File: config.mk
export PLATFORM = sky130hd
export DESIGN_NAME = seq_issue
export DESIGN_NICKNAME = d
export VERILOG_FILES = /design/src/rtl/seq_issue_pkg.sv /design/src/rtl/seq_issue_fifo.sv /design/src/rtl/seq_issue.sv
export SDC_FILE = /design/constraint.sdc
export NUM_CORES = 1
export LEC_CHECK = 0
export CAP_MARGIN = 10
export CELL_PAD_IN_SITES_DETAIL_PLACEMENT = 1
export CELL_PAD_IN_SITES_GLOBAL_PLACEMENT = 2
export CORE_MARGIN = 4
export CORE_UTILIZATION = 40
export CTS_CLUSTER_SIZE = 14
export DETAILED_ROUTE_END_ITERATION = 7
export GPL_TIMING_DRIVEN = 0
export PLACE_DENSITY = 0.82
export SLEW_MARGIN = 5
export SYNTH_ARGS = -nofsm -noshare
export SYNTH_HDL_FRONTEND = slang
export SYNTH_SLANG_ARGS = --single-unit
File: constraint.sdc
create_clock -name clk -period 6.4 [get_ports clk]
set_input_delay 1.28 -clock clk [delete_from_list [all_inputs] [get_ports clk]]
set_output_delay 1.28 -clock clk [all_outputs]
set_load 0.1 [all_outputs]
File: src/rtl/seq_issue_pkg.sv
// Shared instruction encoding for the seq datapath and its issue controller.
// Field layout: op in the top bits, then ra, rb, rc; push carries an immediate in the rb/rc bits.
package seq_issue_pkg;

  localparam int seq_op_width = 2;
  localparam int seq_rn_width = 4;
  localparam int seq_in_width = seq_op_width + 3 * seq_rn_width;
  localparam int seq_nregs    = 1 << seq_rn_width;

  localparam logic [seq_op_width-1:0] seq_op_push = 2'd0;
  localparam logic [seq_op_width-1:0] seq_op_add  = 2'd1;
  localparam logic [seq_op_width-1:0] seq_op_mult = 2'd2;
  localparam logic [seq_op_width-1:0] seq_op_send = 2'd3;

  typedef logic [seq_rn_width-1:0] seq_reg_t;

  typedef struct packed {
    logic     rd_a;
    logic     rd_b;
    logic     wr;
    logic     is_send;
    seq_reg_t ra;
    seq_reg_t rb;
    seq_reg_t wreg;
  } seq_dec_t;

  function automatic seq_dec_t seq_decode(input logic [seq_in_width-1:0] inst);
    seq_dec_t                d;
    logic [seq_op_width-1:0] op;
    op        = inst[seq_in_width-1 -: seq_op_width];
    d.ra      = inst[3*seq_rn_width-1 -: seq_rn_width];
    d.rb      = inst[2*seq_rn_width-1 -: seq_rn_width];
    d.rd_a    = 1'b0;
    d.rd_b    = 1'b0;
    d.wr      = 1'b0;
    d.is_send = 1'b0;
    d.wreg    = d.ra;
    case (op)
      seq_op_push: d.wr = 1'b1;
      seq_op_add, seq_op_mult: begin
        d.rd_a = 1'b1;
        d.rd_b = 1'b1;
        d.wr   = 1'b1;
        d.wreg = inst[seq_rn_width-1:0];
      end
      seq_op_send: begin
        d.rd_a    = 1'b1;
        d.is_send = 1'b1;
      end
      default: ;
    endcase
    return d;
  endfunction

endpackage

File: src/rtl/seq_issue_fifo.sv
// Synchronous FIFO with occupancy count and a flush that empties it in one edge.
// Pushes when full and pops when empty are ignored; flush overrides both.
module seq_issue_fifo #(
  parameter int DEPTH = 8,
  parameter int WIDTH = 14
) (
  input  logic                       clk,
  input  logic                       rst,
  input  logic                       push,
  input  logic                       pop,
  input  logic                       flush,
  input  logic [WIDTH-1:0]           wdata,
  output logic [WIDTH-1:0]           rdata,
  output logic [$clog2(DEPTH+1)-1:0] level,
  output logic                       full,
  output logic                       empty
);

  localparam int AW = $clog2(DEPTH);
  localparam int LW = $clog2(DEPTH+1);

  logic [WIDTH-1:0] mem_q [DEPTH];
  logic [WIDTH-1:0] mem_d [DEPTH];
  logic [AW-1:0]    wr_ptr_q, wr_ptr_d;
  logic [AW-1:0]    rd_ptr_q, rd_ptr_d;
  logic [LW-1:0]    level_q, level_d;
  logic             do_push, do_pop;

  assign full    = (level_q == LW'(DEPTH));
  assign empty   = (level_q == '0);
  assign level   = level_q;
  assign rdata   = mem_q[rd_ptr_q];
  assign do_push = push & ~full & ~flush;
  assign do_pop  = pop & ~empty & ~flush;

  always_comb begin
    mem_d    = mem_q;
    wr_ptr_d = wr_ptr_q;
    rd_ptr_d = rd_ptr_q;
    level_d  = level_q;
    if (do_push) begin
      mem_d[wr_ptr_q] = wdata;
      wr_ptr_d        = wr_ptr_q + AW'(1);
    end
    if (do_pop) rd_ptr_d = rd_ptr_q + AW'(1);
    case ({do_push, do_pop})
      2'b10:   level_d = level_q + LW'(1);
      2'b01:   level_d = level_q - LW'(1);
      default: level_d = level_q;
    endcase
    if (flush) begin
      wr_ptr_d = '0;
      rd_ptr_d = '0;
      level_d  = '0;
    end
  end

  always_ff @(posedge clk or posedge rst) begin
    if (rst) begin
      for (int i = 0; i < DEPTH; i++) mem_q[i] <= '0;
      wr_ptr_q <= '0;
      rd_ptr_q <= '0;
      level_q  <= '0;
    end else begin
      mem_q    <= mem_d;
      wr_ptr_q <= wr_ptr_d;
      rd_ptr_q <= rd_ptr_d;
      level_q  <= level_d;
    end
  end

endmodule

File: src/rtl/seq_issue.sv
// Instruction buffer and in-order issue controller for seq: stalls on register RAW hazards
// against the fixed ALU latency and paces SENDs against the UART transmitter.
module seq_issue
  import seq_issue_pkg::*;
#(
  parameter int DEPTH   = 8,
  parameter int ALU_LAT = 1,
  parameter int TX_GAP  = 2
) (
  input  logic                       clk,
  input  logic                       rst,
  input  logic [seq_in_width-1:0]    i_inst,
  input  logic                       i_inst_valid,
  output logic                       o_inst_ready,
  output logic [seq_in_width-1:0]    o_inst,
  output logic                       o_inst_valid,
  input  logic                       i_tx_busy,
  input  logic                       i_flush,
  output logic [$clog2(DEPTH+1)-1:0] o_level,
  output logic                       o_stall
);

  localparam int CW = $clog2(ALU_LAT + 2);
  localparam int GW = (TX_GAP > 1) ? $clog2(TX_GAP) : 1;

  logic [seq_in_width-1:0] fifo_head;
  logic                    fifo_full, fifo_empty, fifo_push;
  seq_dec_t                dec;
  logic                    hazard, tx_ok, issue;

  logic [CW-1:0]           cnt_q [seq_nregs];
  logic [CW-1:0]           cnt_d [seq_nregs];
  logic [GW-1:0]           gap_q, gap_d;
  logic [seq_in_width-1:0] o_inst_q, o_inst_d;
  logic                    o_inst_valid_q, o_inst_valid_d;

  // Upstream handshake: a word transfers on any edge where i_inst_valid & o_inst_ready;
  // ready depends only on occupancy (not on this cycle's issue) and is low while in reset.
  assign o_inst_ready = ~fifo_full & ~rst;
  assign fifo_push    = i_inst_valid & o_inst_ready;

  seq_issue_fifo #(
    .DEPTH (DEPTH),
    .WIDTH (seq_in_width)
  ) u_fifo (
    .clk   (clk),
    .rst   (rst),
    .push  (fifo_push),
    .pop   (issue),
    .flush (i_flush),
    .wdata (i_inst),
    .rdata (fifo_head),
    .level (o_level),
    .full  (fifo_full),
    .empty (fifo_empty)
  );

  assign dec = seq_decode(fifo_head);

  // A count of 1 means the ALU result is written at this edge, so a reader issued now
  // reaches seq in time to see it; only counts above 1 block.
  always_comb begin
    hazard = 1'b0;
    if (dec.rd_a && (cnt_q[dec.ra] > CW'(1))) hazard = 1'b1;
    if (dec.rd_b && (cnt_q[dec.rb] > CW'(1))) hazard = 1'b1;
  end

  assign tx_ok   = ~dec.is_send | (~i_tx_busy & (gap_q == '0));
  assign issue   = ~fifo_empty & ~hazard & tx_ok & ~i_flush;
  assign o_stall = ~fifo_empty & ~issue;

  always_comb begin
    for (int r = 0; r < seq_nregs; r++) begin
      cnt_d[r] = (cnt_q[r] != '0) ? cnt_q[r] - CW'(1) : '0;
    end
    if (issue && dec.wr) cnt_d[dec.wreg] = CW'(ALU_LAT + 1);

    gap_d = (gap_q != '0) ? gap_q - GW'(1) : '0;
    if (issue && dec.is_send) gap_d = GW'(TX_GAP - 1);

    o_inst_valid_d = issue;
    o_inst_d       = issue ? fifo_head : o_inst_q;
  end

  always_ff @(posedge clk or posedge rst) begin
    if (rst) begin
      for (int r = 0; r < seq_nregs; r++) cnt_q[r] <= '0;
      gap_q          <= '0;
      o_inst_q       <= '0;
      o_inst_valid_q <= 1'b0;
    end else begin
      cnt_q          <= cnt_d;
      gap_q          <= gap_d;
      o_inst_q       <= o_inst_d;
      o_inst_valid_q <= o_inst_valid_d;
    end
  end

  assign o_inst       = o_inst_q;
  assign o_inst_valid = o_inst_valid_q;

endmodule

==> insert_results.sql, run 1 <==
INSERT INTO impl_metrics (metric_group, metric, value, unit) VALUES
('die', 'floorplan.initialDensity', '40.8', '%'),
('critical_path', 'ff2ff_setup_slack', '1060', 'ps'),
('placed_design', 'routabilityCongestion', '0.795', ''),
('synth', 'ys_seq_elements', '170', ''),
('pwr', 'p_leak', '4.23', 'nW'),
('synth', 'post_synth_main_area_contributors', 'sky130_fd_sc_hd__dfrtp_1 (53%), sky130_fd_sc_hd__mux2_2 (18%), sky130_fd_sc_hd__mux4_2 (7.9%)', ''),
('final_layout', 'mostFrequentLayoutCell', 'sky130_fd_sc_hd__dfrtp_1', ''),
('final_layout', 'flow.area_growth_from_synthesis', '16.4', '%'),
('clocking', 'tritoncts.num_buffers', '17', ''),
('critical_path', 'timing_worst_setup_path_type', 'reg -> out', ''),
('timing', 'maxSlewViolCount', '0', ''),
('clocking', 'clk_path_buf_depth', '2', ''),
('final_layout', 'final_cells', '909', ''),
('final_layout', 'insertedDiodeCount', '0', ''),
('pwr', 'ir_worst_vdd', '225', 'uV'),
('timing', 'fmax', '0.168', 'GHz'),
('pwr', 'power.density_cell_area', '474', 'nW/um^2'),
('global_route', 'grt.total_usage', '18.8', '%'),
('global_route', 'overflow', '0', ''),
('timing', 'slew-limit-headroom', '23.2', '%'),
('pwr', 'netSwitchingFraction', '43.1', '%'),
('synth', 'synth.net_count', '602', ''),
('clocking', 'tritoncts_num_sinks', '170', ''),
('placed_design', 'placed_cells', '880', ''),
('synth', 'mappedNetlistArea', '7960', 'sq um'),
('route', 'detail_route.vias_per_cell', '5.45', ''),
('critical_path', 'top_fanout_value_on_the_critical_path', '19', ''),
('placed_design', 'detailedPlacementHpwl', '13200', 'microns'),
('clocking', 'cts_post_setup_buffers_inserted', '0', ''),
('timing', 'clock_skew', '11.5', 'ps'),
('pwr', 'p_int', '2.50', 'mW'),
('timing', 'grt_setup_unrepaired', 'no', ''),
('timing', 'finalSetupTns', '0', 'ps'),
('placed_design', 'placement.io_buffers', '38', ''),
('synth', 'netlist.area_leader.share', '53.4', '%'),
('global_route', 'global_route.usage.met2', '31.2', '%'),
('route', 'drtIter0Drc', '214', ''),
('timing', 'final.period_utilization', '93.0', '%'),
('timing', 'setup_viol', '0', ''),
('pwr', 'clock_power_share', '22.9', '%'),
('final_layout', 'nFillCells', '2008', ''),
('clocking', 'cts-root-buf', 'sky130_fd_sc_hd__clkbuf_16', ''),
('die', 'fp.dieArea', '22200', 'sq um'),
('final_layout', 'nets', '657', ''),
('clocking', 'cts_tree', 'yes', ''),
('global_route', 'wire_length_of_the_first_global_routing_pass', '31900', 'microns'),
('synth', 'yosys_warnings', '0', ''),
('global_route', 'grt_antenna_before_repair', '0', ''),
('route', 'dr.pass1.iters', '4', ''),
('critical_path', 'critPathRequiredTime', '5120', 'ps'),
('synth', 'postSynthAreaPerCell', '13.8', 'sq um'),
('final_layout', 'mostFrequentLayoutCells', 'sky130_fd_sc_hd__dfrtp_1 (170), sky130_fd_sc_hd__mux2_2 (126), sky130_fd_sc_hd__clkdlybuf4s50_1 (37), sky130_fd_sc_hd__nand2_1 (35), sky130_fd_sc_hd__mux4_2 (28)', ''),
('synth', 'asyncSetResetFlopFracSynth', '100', '%'),
('pwr', 'comb_power_share', '45.4', '%'),
('critical_path', 'endpoint_type_of_the_worst_setup_path', 'primary output', ''),
('critical_path', 'cp-start-kind', 'flip-flop', ''),
('status', 'status', 'completed', ''),
('global_route', 'first_global_vias', '5656', ''),
('final_layout', 'finalCoreUtilization', '47.5', '%'),
('pwr', 'power.sequential.fraction', '31.7', '%'),
('clocking', 'clock_insertion_delay_worst_skew', '430', 'ps'),
('route', 'detailroute.via_count', '4950', ''),
('min_path', 'worstHoldPathType', 'reg -> reg', ''),
('timing', 'report.final.hold_viol_count', '0', ''),
('global_route', 'grt_use_met1', '24.9', '%'),
('synth', 'yosys.cell_types.count', '53', ''),
('flow_run', 'max_cap_viols', '0', ''),
('die', 'fp-row-count', '51', ''),
('clocking', 'max_h_tree_level', '4', ''),
('pwr', 'power.switching', '1.89', 'mW'),
('die', 'die_height', '149', 'microns');
## logic make-up (layout without fill, tap and decap cells)
logic type | after synthesis | in the layout | share of synthesized area (%)
xor gates and xnor gates | 4 | 4 | 0.613
AOI/OAI and AO/OA | 70 | 70 | 6.47
DFF | 170 | 170 | 53.4
muxes | 177 | 177 | 29.1
adders and majority gates | 7 | 7 | 1.19
and+or+nand+nor | 101 | 101 | 6.68
buffers and inverters | 47 | 115 | 2.51
## stage by stage
stage | total power [mW] | setup slack (ps) | hold WS [ps] | area (sq um)
6_report | 4.39 | 448 | 486 | 9270
5_1_grt | 4.66 | 52.4 | 516 | 9270
4_1_cts | 4.44 | 46.0 | 495 | 9270
3_5_place_dp | 3.41 | -750 | 482 | 8710
3_3_place_gp | 3.33 | -1510 | 466 | 8680
2_1_floorplan | 2.88 | 103 | 459 | 7960
## timing repair
item / CTS / global route
gates cloned: 0 / 0
hold buffers: 0 / 0
resized for setup: 4 / 4
setup endpoints to repair: 1 / 1
endpoints found under the hold margin: 0 / 0
## synth_stat cells, types with 5 or more instances
master	count
sky130_fd_sc_hd__dfrtp_1	170
sky130_fd_sc_hd__clkbuf_1	19
sky130_fd_sc_hd__buf_2	7
sky130_fd_sc_hd__o211a_1	8
sky130_fd_sc_hd__nand3b_1	7
sky130_fd_sc_hd__ha_1	6
sky130_fd_sc_hd__o21ai_1	8
sky130_fd_sc_hd__mux2i_1	19
sky130_fd_sc_hd__o21ai_0	16
sky130_fd_sc_hd__mux4_2	28
sky130_fd_sc_hd__nand2b_1	11
sky130_fd_sc_hd__nor2_1	16
sky130_fd_sc_hd__nand3_1	5
sky130_fd_sc_hd__a21oi_1	13
sky130_fd_sc_hd__a22o_1	8
sky130_fd_sc_hd__mux2_2	126
sky130_fd_sc_hd__nand2_1	35
sky130_fd_sc_hd__inv_1	16
## area by class of cell
cell class | instances | area (sq um) | area share [%]
flip-flops and latches | 170 | 4250 | 45.9
multi-input cells | 359 | 3510 | 37.9
clock buffers | 18 | 429 | 4.63
repair buffers | 39 | 405 | 4.37
well taps | 265 | 332 | 3.58
clock inverters | 14 | 136 | 1.47
plain buffers | 28 | 135 | 1.46
inverters | 16 | 67.6 | 0.729
## flip-flops by register name, indices dropped and copies added, names as in the netlist
name and cells:
cnt_q 32, gap_q 1, o_inst 14, o_inst_valid 1, u_fifo.level 4, u_fifo.mem_q 112
u_fifo.rd_ptr_q 3, u_fifo.wr_ptr_q 3
## power groups by stage
stage                     logic, mW  clock network [mW]  registers (mW)
after floorplan                1.14                   0            1.74
after global placement         1.94                   0            1.39
after detailed placement       2.00                   0            1.41
after CTS                      2.01                1.04            1.40
after global routing           2.15                1.09            1.42
final                          1.99                1.01            1.39
## worst max-delay path, cell delays in order (launching register included)
cell and delay [ps]:
sky130_fd_sc_hd__dfrtp_1 350, sky130_fd_sc_hd__buf_2 340, sky130_fd_sc_hd__buf_6 340, sky130_fd_sc_hd__mux4_2 550
sky130_fd_sc_hd__mux2_2 330, sky130_fd_sc_hd__inv_1 90, sky130_fd_sc_hd__ha_1 130, sky130_fd_sc_hd__clkbuf_1 340
sky130_fd_sc_hd__inv_1 120, sky130_fd_sc_hd__a311o_1 290, sky130_fd_sc_hd__a211o_1 320, sky130_fd_sc_hd__o311ai_4 170
sky130_fd_sc_hd__buf_2 340, sky130_fd_sc_hd__inv_1 90, sky130_fd_sc_hd__nor2_1 110, sky130_fd_sc_hd__clkbuf_4 340
## per-layer routing
metal  part of all wire (%)  vias up
met5                      0        -
met2                     50       74
li1                       -     2222
met4                    1.8        0
met1                     45     2629
met3                    3.2       25
## final timing paths
kind / start / endpoint / depth (start not counted)
worst max-delay path: u_fifo.rd_ptr_q[0] / o_stall / 15
worst min-delay path: o_inst[10] / o_inst[10] / 2
worst max register to register: u_fifo.rd_ptr_q[0] / u_fifo.level[3] / 19
worst min register to register: o_inst[10] / o_inst[10] / 2
max in group asynchronous: rst / u_fifo.mem_q[62] / 3
min in group asynchronous: rst / u_fifo.level[3] / 2
Power figures use the tool's default switching activity.
==> run 2, diff against run 1 <==
--- a/config.mk
+++ b/config.mk
@@ -8,12 +8,12 @@
 export CAP_MARGIN = 10
 export CELL_PAD_IN_SITES_DETAIL_PLACEMENT = 1
 export CELL_PAD_IN_SITES_GLOBAL_PLACEMENT = 2
-export CORE_MARGIN = 4
 export CORE_UTILIZATION = 40
 export CTS_CLUSTER_SIZE = 14
 export DETAILED_ROUTE_END_ITERATION = 7
 export GPL_TIMING_DRIVEN = 0
 export PLACE_DENSITY = 0.82
+export SKIP_CTS_REPAIR_TIMING = 1
 export SLEW_MARGIN = 5
 export SYNTH_ARGS = -nofsm -noshare
 export SYNTH_HDL_FRONTEND = slang
==> insert_results.sql, run 2 (synthesis gave the netlist of run 1 again) <==
INSERT INTO impl_metrics (metric_group, metric, value, unit) VALUES
('timing', 'final.period_utilization', '95.2', '%'),
('route', 'detailroute.via_count', '4955', ''),
('global_route', 'grt.total_usage', '20.2', '%'),
('clocking', 'clock_insertion_delay_worst_skew', '430', 'ps'),
('clocking', 'tritoncts.num_buffers', '17', ''),
('die', 'design.core.area', '19500', 'sq um'),
('critical_path', 'cp-start-kind', 'flip-flop', ''),
('placed_design', 'detailedPlacementHpwl', '13100', 'microns'),
('global_route', 'overflow', '0', ''),
('timing', 'finalSetupTns', '0', 'ps'),
('critical_path', 'critPathRequiredTime', '5120', 'ps'),
('timing', 'clock_skew', '8.62', 'ps'),
('critical_path', 'endpoint_type_of_the_worst_setup_path', 'primary output', ''),
('die', 'number_of_ports_placed_on_the_die_boundary', '40', ''),
('critical_path', 'worst_setup_path_startpoint', 'u_fifo.rd_ptr_q[0]', ''),
('global_route', 'wire_length_of_the_first_global_routing_pass', '30300', 'microns'),
('timing', 'slew-limit-headroom', '25.3', '%'),
('placed_design', 'placed_cell_area', '8710', 'sq um'),
('route', 'drcViolationCount', '0', ''),
('final_layout', 'nets', '658', ''),
('status', 'status', 'completed', ''),
('clocking', 'cts_tree', 'yes', ''),
('pwr', 'p_leak', '4.23', 'nW'),
('die', 'floorplan.initialDensity', '40.9', '%'),
('die', 'fp.dieArea', '20500', 'sq um'),
('timing', 'grt_setup_unrepaired', 'no', ''),
('global_route', 'grt_start_max_net_pins', '103', ''),
('timing', 'worst_tran_pin_value', '1120', 'ps'),
('critical_path', 'cp_data_arrival_time', '4820', 'ps'),
('route', 'drtIter0Drc', '226', ''),
('pwr', 'power.density_cell_area', '475', 'nW/um^2'),
('pwr', 'ir_worst_vdd', '219', 'uV'),
('critical_path', 'top_fanout_value_on_the_critical_path', '10', ''),
('final_layout', 'fin_area', '9300', 'sq um'),
('min_path', 'worst_hold_startpoint', 'o_inst[10]', ''),
('clocking', 'cts-root-buf', 'sky130_fd_sc_hd__clkbuf_16', ''),
('timing', 'final.hold.worst_slack', '482', 'ps'),
('global_route', 'grt_antenna_before_repair', '0', ''),
('clocking', 'reg_clk_slew_reported_paths', '70', 'ps'),
('global_route', 'groute.layer.met3.usage', '4.53', '%'),
('min_path', 'worstHoldPathType', 'reg -> reg', ''),
('final_layout', 'final_cells', '910', ''),
('die', 'fp-row-count', '51', ''),
('die', 'die_height', '143', 'microns'),
('global_route', 'grt_use_met1', '26.1', '%'),
('route', 'detail_route.vias_per_cell', '5.45', ''),
('global_route', 'first_global_vias', '5388', ''),
('final_layout', 'insertedDiodeCount', '0', ''),
('timing', 'maxSlewViolCount', '0', ''),
('clocking', 'clk_path_buf_depth', '2', ''),
('die', 'chipWidth', '143', 'microns'),
('global_route', 'global_route.usage.met2', '33.7', '%'),
('clocking', 'max_h_tree_level', '4', ''),
('placed_design', 'placed_cells', '880', ''),
('placed_design', 'routabilityCongestion', '0.768', ''),
('placed_design', 'placement.io_buffers', '38', ''),
('final_layout', 'layout-drive-gt1-share', '31.8', '%'),
('route', 'number_of_nets_still_failing_antenna_checks_after_routing', '0', ''),
('timing', 'setup_viol', '0', ''),
('critical_path', 'timing.rr.start', 'u_fifo.rd_ptr_q[0]', ''),
('final_layout', 'largest-register', 'u_fifo.mem_q', ''),
('timing', 'fmax', '0.164', 'GHz'),
('route', 'route.detailed.wl_per_inst', '20.7', 'microns'),
('global_route', 'grt_most_used_layer', 'met2', ''),
('route', 'dr.pass1.iters', '4', ''),
('timing', 'report.final.hold_viol_count', '0', ''),
('timing', 'finalCriticalPeriod', '6100', 'ps'),
('final_layout', 'flow.area_growth_from_synthesis', '16.8', '%'),
('critical_path', 'timing_worst_setup_path_type', 'reg -> out', ''),
('flow_run', 'max_cap_viols', '0', ''),
('final_layout', 'largest_register_ff_count', '112', ''),
('clocking', 'tritoncts_num_sinks', '170', ''),
('route', 'postRouteWirelength', '18800', 'microns'),
('final_layout', 'nFillCells', '1949', ''),
('final_layout', 'mostFrequentLayoutCells', 'sky130_fd_sc_hd__dfrtp_1 (170), sky130_fd_sc_hd__mux2_2 (126), sky130_fd_sc_hd__clkdlybuf4s50_1 (37), sky130_fd_sc_hd__nand2_1 (35), sky130_fd_sc_hd__mux4_2 (28)', ''),
('final_layout', 'mostFrequentLayoutCell', 'sky130_fd_sc_hd__dfrtp_1', '');
run 2: cell count changes in the layout (fill, tap and decap cells not counted), sizes merged:
cell / previous run / this run
inv: 23 / 17
clkbuf: 36 / 41
clkinv: 5 / 3
clkinvlp: 1 / 3
buf: 12 / 13
bufinv: 1 / 2
run 2: worst paths after layout:
| path | endpoint | slack (ps) | cells past startpoint |
|---|---|---|---|
| worst max register to register | u_fifo.level[3] | 920 | 19 |
| worst min-delay path | o_inst[10] | 480 | 2 |
| min in group asynchronous | u_fifo.level[1] | 1320 | 2 |
| worst min register to register | o_inst[10] | 480 | 2 |
| worst max-delay path | o_stall | 300 | 15 |
| max in group asynchronous | cnt_q[16] | 4220 | 3 |
run 2: power breakdown:
group	switching [mW]	total, mW	internal [mW]	leakage, nW
logic	1.30	1.99	0.688	1.65
clock network	0.420	1.03	0.608	0.280
registers	0.121	1.39	1.27	2.30
run 2: per-layer routing:
metal / part of all wire (%) / vias up / wire length, microns
li1: - / 2225 / -
met1: 46 / 2642 / 8630
met2: 50 / 70 / 9380
met3: 3.2 / 18 / 612
met4: 1.2 / 0 / 220
met5: 0 / - / 0
run 2: cell type report:
cell class	instances	area (sq um)	area share, %
plain buffers	29	139	1.49
repair buffers	39	405	4.36
clock buffers	23	478	5.14
inverters	16	67.6	0.727
multi-input cells	359	3510	37.7
clock inverters	9	114	1.22
flip-flops and latches	170	4250	45.7
well taps	265	332	3.57
run 2: critical path, stage by stage (launching register included):
cell                       delay (ps)
sky130_fd_sc_hd__dfrtp_1          350
sky130_fd_sc_hd__buf_2            330
sky130_fd_sc_hd__buf_4            320
sky130_fd_sc_hd__clkbuf_4         330
sky130_fd_sc_hd__mux4_2           540
sky130_fd_sc_hd__mux2_2           330
sky130_fd_sc_hd__inv_1             80
sky130_fd_sc_hd__ha_1             320
sky130_fd_sc_hd__inv_1            130
sky130_fd_sc_hd__a311o_1          290
sky130_fd_sc_hd__a211o_1          320
sky130_fd_sc_hd__o311ai_4         170
sky130_fd_sc_hd__buf_2            330
sky130_fd_sc_hd__inv_1            100
sky130_fd_sc_hd__nor2_1            90
sky130_fd_sc_hd__clkbuf_4         330
run 2: per-stage QoR:
step                total power [mW]  setup WS [ps]  util [%]
floorplan                       2.88            103         -
global placement                3.33          -1420      44.6
detailed placement              3.41           -772      44.8
CTS                             4.45          -1260      47.8
global route                    4.63           24.3      47.8
finish                          4.41            305      47.8
==> run 3, diff against run 2 <==
--- a/config.mk
+++ b/config.mk
@@ -5,14 +5,15 @@
 export SDC_FILE = /design/constraint.sdc
 export NUM_CORES = 1
 export LEC_CHECK = 0
+export ABC_AREA = 1
 export CAP_MARGIN = 10
 export CELL_PAD_IN_SITES_DETAIL_PLACEMENT = 1
 export CELL_PAD_IN_SITES_GLOBAL_PLACEMENT = 2
-export CORE_UTILIZATION = 40
+export CORE_UTILIZATION = 37
 export CTS_CLUSTER_SIZE = 14
 export DETAILED_ROUTE_END_ITERATION = 7
 export GPL_TIMING_DRIVEN = 0
-export PLACE_DENSITY = 0.82
+export PLACE_DENSITY = 0.88
 export SKIP_CTS_REPAIR_TIMING = 1
 export SLEW_MARGIN = 5
 export SYNTH_ARGS = -nofsm -noshare
==> insert_results.sql, run 3 <==
INSERT INTO impl_metrics (metric_group, metric, value, unit) VALUES
('status', 'status', 'completed', ''),
('placed_design', 'detailedPlacementHpwl', '16800', 'microns'),
('min_path', 'worstHoldPathType', 'reg -> reg', ''),
('critical_path', 'cp_cell_sequence', 'inv_2 -> buf_2 -> buf_2 -> buf_2 -> buf_2 -> o21ai_0 -> o22ai_1 -> inv_1 -> o21ai_0 -> inv_1 -> ha_1 -> buf_4 -> nand3_2 -> inv_1 -> nor2_2 -> or2_2 -> inv_1 -> dlymetal6s2s_1', ''),
('die', 'fp-row-count', '52', ''),
('pwr', 'power.density_cell_area', '499', 'nW/um^2'),
('clocking', 'tritoncts_num_sinks', '170', ''),
('critical_path', 'cp_num_buf_inv', '11', ''),
('clocking', 'cts_tree', 'yes', ''),
('synth', 'ys_seq_elements', '170', ''),
('route', 'route.detailed.wl_per_inst', '19.1', 'microns'),
('synth', 'synth.net_count', '985', ''),
('synth', 'mappedNetlistArea', '7870', 'sq um'),
('final_layout', 'mostFrequentLayoutCell', 'sky130_fd_sc_hd__nand2_1', ''),
('timing', 'report.final.hold_viol_count', '0', ''),
('clocking', 'cts-root-buf', 'sky130_fd_sc_hd__clkbuf_16', ''),
('final_layout', 'insertedDiodeCount', '0', ''),
('timing', 'clock_skew', '11.8', 'ps'),
('global_route', 'overflow', '0', ''),
('route', 'detail_route.vias_per_cell', '5.27', ''),
('synth', 'netlist.area_leader.share', '54.0', '%'),
('final_layout', 'mostFrequentLayoutCells', 'sky130_fd_sc_hd__nand2_1 (284), sky130_fd_sc_hd__dfrtp_1 (170), sky130_fd_sc_hd__o21ai_0 (156), sky130_fd_sc_hd__inv_1 (81), sky130_fd_sc_hd__nand3_1 (58)', ''),
('synth', 'synth_compound_gate_area_share', '15.8', '%'),
('synth', 'proportion_of_synthesized_chip_area_in_sequential_cells', '54.0', '%'),
('timing', 'slew-limit-headroom', '34.4', '%'),
('synth', 'synth-adder-area-share', '1.21', '%'),
('die', 'chipWidth', '148', 'microns'),
('synth', 'post_synth_mux_area_share', '0', '%'),
('route', 'dr.pass1.iters', '5', ''),
('synth', 'yosys.cell_types.count', '33', ''),
('route', 'drcViolationCount', '0', ''),
('clocking', 'clk_path_buf_depth', '2', ''),
('synth', 'synthFlopType', 'sky130_fd_sc_hd__dfrtp_1', ''),
('die', 'floorplan.initialDensity', '38.3', '%'),
('timing', 'finalSetupTns', '0', 'ps'),
('placed_design', 'placement.io_buffers', '39', ''),
('flow_run', 'max_cap_viols', '0', ''),
('timing', 'worst_tran_pin_value', '981', 'ps'),
('route', 'postRouteWirelength', '24900', 'microns'),
('final_layout', 'finalCoreUtilization', '44.9', '%'),
('final_layout', 'fin_area', '9230', 'sq um'),
('pwr', 'ir_worst_vdd', '173', 'uV'),
('clocking', 'clock_insertion_delay_worst_skew', '440', 'ps'),
('clocking', 'tritoncts.num_buffers', '17', ''),
('timing', 'maxSlewViolCount', '0', ''),
('critical_path', 'critPathRequiredTime', '5120', 'ps'),
('critical_path', 'timing_worst_setup_path_type', 'reg -> out', ''),
('synth', 'edff_count_synth', '0', ''),
('route', 'drtIter0Drc', '526', ''),
('die', 'design.core.area', '20600', 'sq um'),
('clocking', 'max_h_tree_level', '4', ''),
('critical_path', 'cp-start-kind', 'flip-flop', ''),
('die', 'die_height', '148', 'microns'),
('route', 'number_of_nets_still_failing_antenna_checks_after_routing', '0', ''),
('synth', 'asyncSetResetFlopFracSynth', '100', '%'),
('final_layout', 'layout-drive-gt1-share', '7.66', '%'),
('placed_design', 'routabilityCongestion', '0.797', ''),
('critical_path', 'ff2ff_path_depth', '24', ''),
('pwr', 'p_leak', '4.29', 'nW'),
('critical_path', 'critical-path-max-stage-delay', '730', 'ps'),
('timing', 'final.period_utilization', '95.0', '%'),
('placed_design', 'placed_cell_area', '8640', 'sq um'),
('critical_path', 'endpoint_type_of_the_worst_setup_path', 'primary output', ''),
('timing', 'finalCriticalPeriod', '6080', 'ps'),
('critical_path', 'worst_setup_path_startpoint', 'u_fifo.rd_ptr_q[0]', ''),
('timing', 'fmax', '0.164', 'GHz'),
('critical_path', 'critical-path-slowest-cell', 'sky130_fd_sc_hd__dlymetal6s2s_1', ''),
('synth', 'most_used_standard_cells_in_the_synthesized_netlist', 'sky130_fd_sc_hd__nand2_1 (284), sky130_fd_sc_hd__dfrtp_1 (170), sky130_fd_sc_hd__o21ai_0 (156)', ''),
('synth', 'post_synth_main_area_contributors', 'sky130_fd_sc_hd__dfrtp_1 (54%), sky130_fd_sc_hd__nand2_1 (14%), sky130_fd_sc_hd__o21ai_0 (9.9%)', ''),
('critical_path', 'ff2ff_setup_slack', '1770', 'ps'),
('final_layout', 'flow.area_growth_from_synthesis', '17.3', '%'),
('die', 'number_of_ports_placed_on_the_die_boundary', '40', ''),
('critical_path', 'critical_path_end', 'o_stall', ''),
('timing', 'grt_setup_unrepaired', 'no', ''),
('final_layout', 'nets', '1044', ''),
('route', 'detailroute.via_count', '6856', ''),
('global_route', 'grt.total_usage', '24.4', '%'),
('synth', 'synth-xor-area-share', '0.223', '%'),
('critical_path', 'timing.rr.end', 'u_fifo.level[3]', ''),
('clocking', 'reg_clk_slew_reported_paths', '70', 'ps'),
('final_layout', 'largest_register_ff_count', '112', ''),
('global_route', 'grt_start_max_net_pins', '100', ''),
('synth', 'synth_most_common_cell', 'sky130_fd_sc_hd__nand2_1', ''),
('pwr', 'design_power_total', '4.61', 'mW'),
('synth', 'largest_area_contributor_in_the_synthesized_netlist', 'sky130_fd_sc_hd__dfrtp_1', ''),
('synth', 'yosys_warnings', '0', ''),
('critical_path', 'top_fanout_value_on_the_critical_path', '10', ''),
('min_path', 'worst_hold_startpoint', 'o_inst[11]', ''),
('critical_path', 'critical_path_cell_count', '18', ''),
('synth', 'yosys.area_share.simple', '21.5', '%'),
('critical_path', 'timing.rr.start', 'u_fifo.rd_ptr_q[0]', ''),
('critical_path', 'cp_data_arrival_time', '4800', 'ps'),
('final_layout', 'largest-register', 'u_fifo.mem_q', ''),
('global_route', 'grt_antenna_before_repair', '0', ''),
('synth', 'postSynthAreaPerCell', '8.21', 'sq um'),
('synth', 'netlist_instances', '959', ''),
('global_route', 'first_global_vias', '7004', ''),
('die', 'fp.dieArea', '21900', 'sq um'),
('critical_path', 'cp_top_family', 'buffers and inverters', ''),
('global_route', 'wire_length_of_the_first_global_routing_pass', '40200', 'microns'),
('synth', 'largest_family_of_logic_cells_by_synthesized_area', 'simple AND/OR/NAND/NOR gates', ''),
('timing', 'setup_viol', '0', '');
==> run 3: worst min path at each step <==
stage                     cells after the start          endpoint  slack, ps
final                                         2        o_inst[11]        480
after global routing                          2        o_inst[10]        500
after CTS                                     2  u_fifo.mem_q[41]        490
after detailed placement                      2  u_fifo.mem_q[41]        470
after global placement                        2         cnt_q[31]        460
after floorplan                               2  u_fifo.mem_q[27]        450
==> run 3: layer usage <==
layer	vias to the layer above	wire length (microns)	GRT usage (%)
met5	-	0	0
met4	0	341	6.39
met1	3445	11800	33.5
met3	29	743	3.36
li1	3257	-	-
met2	125	12000	40.5
==> run 3: metrics by stage <==
| stage | setup slack, ps | hold slack [ps] | instances |
|---|---|---|---|
| 5_1_grt | 16.0 | 499 | 1301 |
| 3_3_place_gp | -2040 | 461 | 1268 |
| 2_1_floorplan | 517 | 448 | 959 |
| 6_report | 317 | 483 | 1301 |
| 3_5_place_dp | 488 | 468 | 1269 |
| 4_1_cts | 6.62 | 486 | 1301 |
==> run 3: report_power, final <==
part / internal [mW] / total, mW / switching [mW]
clock network: 0.599 / 1.07 / 0.467
logic: 0.578 / 2.16 / 1.59
registers: 1.26 / 1.38 / 0.121
==> run 3: kinds of logic (layout without fill, tap and decap cells) <==
| logic type | count (synthesis) | in the layout |
|---|---|---|
| buf+inv | 139 | 211 |
| fa+ha+maj | 7 | 7 |
| flops | 170 | 170 |
| xor+xnor | 2 | 2 |
| simple gates | 405 | 405 |
| compound gates | 236 | 236 |
==> run 3: final cells by class <==
class	count	area, sq um
Fill cell	2516	11300
Tap cell	270	338
Sequential cell	170	4250
Clock buffer	19	453
Clock inverter	13	141
Timing Repair Buffer	40	420
Multi-Input combinational cell	650	3050
Buffer	46	219
Inverter	93	357
==> run 3: worst register-to-register path, cell delays in order, from the launching register on <==
cell and delay [ps]:
sky130_fd_sc_hd__dfrtp_1 480, sky130_fd_sc_hd__inv_2 130, sky130_fd_sc_hd__buf_2 250, sky130_fd_sc_hd__buf_2 280, sky130_fd_sc_hd__buf_2 280, sky130_fd_sc_hd__buf_2 270
sky130_fd_sc_hd__o21ai_0 110, sky130_fd_sc_hd__o22ai_1 140, sky130_fd_sc_hd__inv_1 70, sky130_fd_sc_hd__o21ai_0 390, sky130_fd_sc_hd__inv_1 140, sky130_fd_sc_hd__ha_1 300
sky130_fd_sc_hd__buf_4 170, sky130_fd_sc_hd__nand3_2 130, sky130_fd_sc_hd__nand3_4 130, sky130_fd_sc_hd__nor2_1 280, sky130_fd_sc_hd__ha_1 330, sky130_fd_sc_hd__a21oi_1 150
sky130_fd_sc_hd__nand2_1 70, sky130_fd_sc_hd__xor2_1 170, sky130_fd_sc_hd__inv_1 60, sky130_fd_sc_hd__nand2_1 60, sky130_fd_sc_hd__nand2_1 40, sky130_fd_sc_hd__nand2_1 50
sky130_fd_sc_hd__nand2_1 40
